`config.mk`:
```
export PLATFORM = sky130hd
export DESIGN_NAME = pipe_stage_reg
export DESIGN_NICKNAME = d
export VERILOG_FILES = /design/src/rtl/pipe_stage_reg.sv
export SDC_FILE = /design/constraint.sdc
export NUM_CORES = 1
export LEC_CHECK = 0
export ABC_AREA = 1
export BUFFER_PORTS_ARGS = -buffer_cell sky130_fd_sc_hd__buf_2
export CAP_MARGIN = 20
export CORE_MARGIN = 1
export CORE_UTILIZATION = 48
export DETAILED_ROUTE_END_ITERATION = 16
export PLACE_DENSITY = 0.75
export SYNTH_ARGS = -nofsm -noshare
export SYNTH_HDL_FRONTEND = slang
export SYNTH_SLANG_ARGS = --single-unit
```
`constraint.sdc`:
```
create_clock -name clk -period 1.01 [get_ports clk]
set_input_delay 0.202 -clock clk [delete_from_list [all_inputs] [get_ports clk]]
set_output_delay 0.202 -clock clk [all_outputs]
set_load 0.05 [all_outputs]
```
`src/rtl/pipe_stage_reg.sv`:
```
// pipe_stage_reg: parametrised pipeline stage register with a valid/ready handshake,
// flush, and an optional 2-entry skid buffer.
//
// Parameters
//   WIDTH      payload width in bits (>= 1)
//   RESET_VAL  payload driven on reset, on flush and whenever out_valid = 0 (bubble)
//   SKID       1: main + skid entry, in_ready is a register output
//              0: single entry, in_ready = !out_valid | out_ready
//
// Ports
//   clk        clock, rising edge
//   rst        synchronous active-high reset
//   flush      squash every held entry this cycle; data offered this cycle is dropped
//   in_valid   upstream offers in_data
//   in_ready   stage accepts in_data this cycle
//   in_data    upstream payload
//   out_valid  out_data carries a live payload
//   out_ready  downstream consumes out_data this cycle
//   out_data   payload to the downstream stage
module pipe_stage_reg #(
  parameter int unsigned      WIDTH     = 7,
  parameter logic [WIDTH-1:0] RESET_VAL = '0,
  parameter bit               SKID      = 1'b1
) (
  input  logic             clk,
  input  logic             rst,
  input  logic             flush,
  input  logic             in_valid,
  output logic             in_ready,
  input  logic [WIDTH-1:0] in_data,
  output logic             out_valid,
  input  logic             out_ready,
  output logic [WIDTH-1:0] out_data
);

  logic             m_valid_q, m_valid_d;
  logic [WIDTH-1:0] m_data_q,  m_data_d;
  logic             s_valid_q, s_valid_d;
  logic [WIDTH-1:0] s_data_q,  s_data_d;
  logic             accept, pop;

  // With the skid entry, in_ready depends on state only, so out_ready never reaches in_ready.
  assign in_ready  = SKID ? !s_valid_q : (!m_valid_q || out_ready);
  assign out_valid = m_valid_q;
  assign out_data  = m_data_q;

  assign accept = in_valid && in_ready;
  assign pop    = m_valid_q && out_ready;

  always_comb begin
    m_valid_d = m_valid_q;
    m_data_d  = m_data_q;
    s_valid_d = s_valid_q;
    s_data_d  = s_data_q;
    if (SKID) begin
      if (!m_valid_q || pop) begin
        if (s_valid_q) begin
          // Skid entry is older than anything offered now, so it moves up first.
          m_valid_d = 1'b1;
          m_data_d  = s_data_q;
          s_valid_d = accept;
          s_data_d  = accept ? in_data : RESET_VAL;
        end else begin
          m_valid_d = accept;
          m_data_d  = accept ? in_data : RESET_VAL;
        end
      end else if (accept) begin
        s_valid_d = 1'b1;
        s_data_d  = in_data;
      end
    end else begin
      s_valid_d = 1'b0;
      s_data_d  = RESET_VAL;
      if (!m_valid_q || out_ready) begin
        m_valid_d = in_valid;
        m_data_d  = in_valid ? in_data : RESET_VAL;
      end
    end
  end

  // Flush yields exactly the reset state; reset wins over flush but the outcome is identical.
  always_ff @(posedge clk) begin
    if (rst || flush) begin
      m_valid_q <= 1'b0;
      m_data_q  <= RESET_VAL;
      s_valid_q <= 1'b0;
      s_data_q  <= RESET_VAL;
    end else begin
      m_valid_q <= m_valid_d;
      m_data_q  <= m_data_d;
      s_valid_q <= s_valid_d;
      s_data_q  <= s_data_d;
    end
  end

endmodule

```
### Word level (Yosys, flattened, before mapping)

Index checks and enable logic that the tools add are counted.

| word-level totals | value |
|---|---|
| output and inout bits | 9 |
| register bits after elaboration | 16 |

| operators by class | value |
|---|---|
| eq/ne operators | 1 |
| multiplexer cells | 9 |
| reduce and logical (&&, ||, !) cells | 8 |

Operators by type and width:

| cell | number |
|---|---|
| 7-bit two-way mux | 5 |
| 1-bit two-way mux | 4 |
| 1-bit logical AND | 2 |
| 1-bit logical NOT | 2 |
| 1-bit logical OR | 2 |
| 2-bit inequality test (second input constant) | 1 |
| 2-bit AND reduction | 1 |
| 2-bit nonzero test | 1 |

### Depth between registers and ports, before layout

| logic depth | value |
|---|---|
| depth in word-level cells | 5 |
| depth in mapped cells | 6 |

### Least setup slack after synthesis

Ideal clock, no wire load.

| timing path | value |
|---|---|
| kind | flip-flop to flip-flop |
| from | reg m_valid_q, in the netlist out_valid |
| to | reg m_data_q[2], in the netlist out_data[2] |
| arrival | 1206 ps |
| path slack | -316 ps |
| buffers on the path | 0 |
| period minus slack after synthesis | 1326 ps |
| setup time | 120 ps |
| cell stages (with the launch flop) | 6 |
| data required time | 890 ps |
| cell sequence | dfxtp_1 -> nand2_2 -> nand2_1 -> inv_1 -> nand2_1 -> nand3_1 |

| between the ends | value |
|---|---|
| longest elaborated chain between the ends | 2 |
| elaborated cells between the ends (all ways) | 3 |

Ends and longest elaborated chain:

| what | line | RTL |
|---|---|---|
| start, declared | 36 | `logic m_valid_q, m_valid_d;` |
| start signal, assigned | 89 | `m_valid_q <= m_valid_d;` |
| 1-bit logical NOT / 1-bit logical AND (equally long branches) | n/a |  |
| 1-bit logical OR * | 56 | `if (!m_valid_q \|\| pop) begin` |
| end signal, assigned | 90 | `m_data_q <= m_data_d;` |
| end, declared | 37 | `logic [WIDTH-1:0] m_data_q, m_data_d;` |

Mark *: on every way between the ends. The rest lies on a longest branch, timed or not.
A chain may end at the register's enable or synchronous reset.

### Worst setup path after layout

| timing path | value |
|---|---|
| from | reg s_valid_q |
| to | out in_ready |

| between the ends | value |
|---|---|
| longest elaborated chain between the ends | 1 |

Ends and longest elaborated chain:

| what | line | RTL |
|---|---|---|
| start, declared | 38 | `logic s_valid_q, s_valid_d;` |
| start signal, assigned | 91 | `s_valid_q <= s_valid_d;` |
| 1-bit logical NOT | 43 | `assign in_ready = SKID ? !s_valid_q : (!m_valid_q \|\| out_ready);` |
| end, declared | 29 | `output logic in_ready,` |

Every way passes these cells.

==> impl_metrics.ini <==
[run]
cap_violations = 0

[global_routing]
antenna_found_initial = 0
first_global_vias = 625
overflow = 0
grt_max_degree = 11
grt_pass1_wl_um = 2691
grt_usage_pct = 25.40

[timing]
maxSlewViolCount = 0
clock.fmax_mhz = 923.7
rsz0062_at_grt = yes
worstMarginPinSlew_ns = 0.2734
period_needed_ns = 1.083
fin_crit_sh_pct = 107.2
max_slew_margin_pct = 81.71
setup_viol = 11
hold_viol_final = 0
holdWs_ns = 0.1432
skew_ns = 0.002304
layout_setup_ws_ns = -0.07266

[clocking]
cts_buffer_depth = 2
cts_made_buffers = 3
clk_latency_ns = 0.30
cts_tree = done
path_clk_slew_ns = 0.10
clockRootBuffer = clkbuf_4
clock_sinks = 16
cts-hold-fix-buffers = 0
cts.htree.levels = 1

[floorplanning]
die_x_um = 40.78
dieArea_um2 = 1663
core_area_um2 = 1350
num_rows = 13
die_height_um = 40.78
start_util_pct = 53.48
io_pins = 21

[drt]
routed_via_density = 5.469
drt_iter0_markers = 38
num_vias = 793
firstDrtPassIters = 4
drt-total-wl_um = 2231
ant_nets = 0
wl_per_cell_um = 15.39
drc_errors = 0

[critical_path]
worst-setup-path-type = reg2out
setup.worst_path.start_class = register
cp_cell_sequence = inv_4, buf_8
cp.arrival_ns = 0.88
endpoint_kind = primary output
path_buf_inv = 2
required_ns = 0.81
critPathTopFamily = flip-flops
reg2reg_depth = 6
path_depth = 2
slowest_delay_ns = 0.37
cp_slowest_cell = dfxtp_4
crit_fanout = 2

[synthesis]
ys_warn_count = 0
synth-seq-cells = 16
netlist_instances = 99
synth_area_per_cell_um2 = 7.292
yosysSeqAreaShare_pct = 44.37
syn-num-nets = 111
yosysUniqueCellTypes = 13
syn-cell-area_um2 = 721.9

[cells_and_area]
drive_gt1_share_pct = 49.23
design_area_um2 = 1115
utilization_pct = 82.58
num-fill-cells = 82
area_growth_pct = 54.42
mostFrequentLayoutCells = nand2_1 (29), buf_2 (11), nand3_1 (9)
diodes = 0
nets = 143
layout_commonest_cell = nand2_1

[place]
place.gp.congestion = 0.8019
placed_area_um2 = 879.6
io_buffer_count = 20
place_hpwl_um = 1281

[pwr]
vdd_ir_drop_max_uv = 1122
p_per_area_nw_per_um2 = 1167
p_leak_uw = 0.0004999
p_total_uw = 1301

[worst_hold_path]
min_path_cells = 3
min_path_type = in2reg

[status]
violations = negative setup slack
status = complete, but fails checks
==> power by group <==
group | total, uW | switching, uW | internal (uW)
clock network | 447 | 226 | 220
logic | 203 | 124 | 78.4
registers | 651 | 11.2 | 640
total | 1300 | 362 | 939
==> synth_stat cells <==
cell type | n | area share, %
nand2_1 | 30 | 16
dfxtp_1 | 16 | 44
nand3_1 | 12 | 8.3
inv_1 | 9 | 4.7
nor2_1 | 8 | 4.2
a21oi_1 | 7 | 4.9
o21ai_2 | 4 | 4.9
inv_2 | 3 | 1.6
nor2_4 | 3 | 4.7
nand2_2 | 2 | 1.7
nand2_4 | 2 | 3.1
o21ai_0 | 2 | 1.4
nor3_1 | 1 | 0.69
==> cells by family (layout without fill, tap and decap cells) <==
kind of cell | Yosys count | count (layout) | synth area share [%]
AND/OR/NAND/NOR | 58 | 58 | 38.30
AO/OA/AOI/OAI | 13 | 13 | 11.09
flip-flops | 16 | 16 | 44.37
buffers and inverters | 12 | 43 | 6.239
==> state kept, by name (all words and copies together), names as in the netlist <==
name and cells:
out_data 7, out_valid 1, s_data_q 7, s_valid_q 1
==> through the flow <==
stage                     setup TNS, ns  setup slack, ns  std cells
final                           -0.1323         -0.07266        145
after global routing            -0.8130          -0.1005        145
after CTS                      -0.07879         -0.06553        144
after detailed placement              0          0.02318        138
after global placement                0          0.02642        138
after floorplan                 -0.1157         -0.01852         99
==> per-layer routing <==
| metal | vias up | share of wire [%] | global-route usage, % |
|---|---|---|---|
| met5 | - | 0 | 0 |
| met4 | 0 | 2.0 | 10.00 |
| met3 | 7 | 6.5 | 8.696 |
| met2 | 38 | 51 | 41.02 |
| met1 | 375 | 40 | 30.46 |
| li1 | 373 | - | - |
==> worst register-to-register path, stage by stage, from the launching register on <==
cell and delay [ns]:
dfxtp_4 0.37, inv_4 0.07, buf_12 0.11, nand2_8 0.06
nor2_1 0.17, nand2_1 0.10, nand2_1 0.10
==> area by class of cell <==
| class | count | area, um2 | area share [%] |
|---|---|---|---|
| multi-input combinational | 71 | 409.1 | 36.70 |
| sequential | 16 | 336.6 | 30.19 |
| timing repair buffer | 27 | 259.0 | 23.23 |
| inverter | 12 | 55.05 | 4.938 |
| clock buffer | 4 | 36.28 | 3.255 |
| tap | 15 | 18.77 | 1.684 |
==> repair_timing <==
action / 4_1_cts / 5_1_grt
resized for setup: 31 / 23
setup endpoints to repair: 10 / 22
setup buffers: 2 / 1
endpoints found under the hold margin: 0 / 0
pin swaps: 0 / 6
==> final timing paths <==
path | startpoint | end | slack (ns)
setup / recovery | s_valid_q$_SDFFE_PP0P_ | in_ready | -0.07
hold reg to reg | s_data_q[3]$_SDFFE_PP0P_ | s_data_q[3]$_SDFFE_PP0P_ | 0.49
setup reg to reg | s_valid_q$_SDFFE_PP0P_ | s_data_q[4]$_SDFFE_PP0P_ | -0.02
hold / removal | in_data[0] | out_data[0]$_SDFFE_PP0P_ | 0.14
Power figures use the tool's default switching activity.
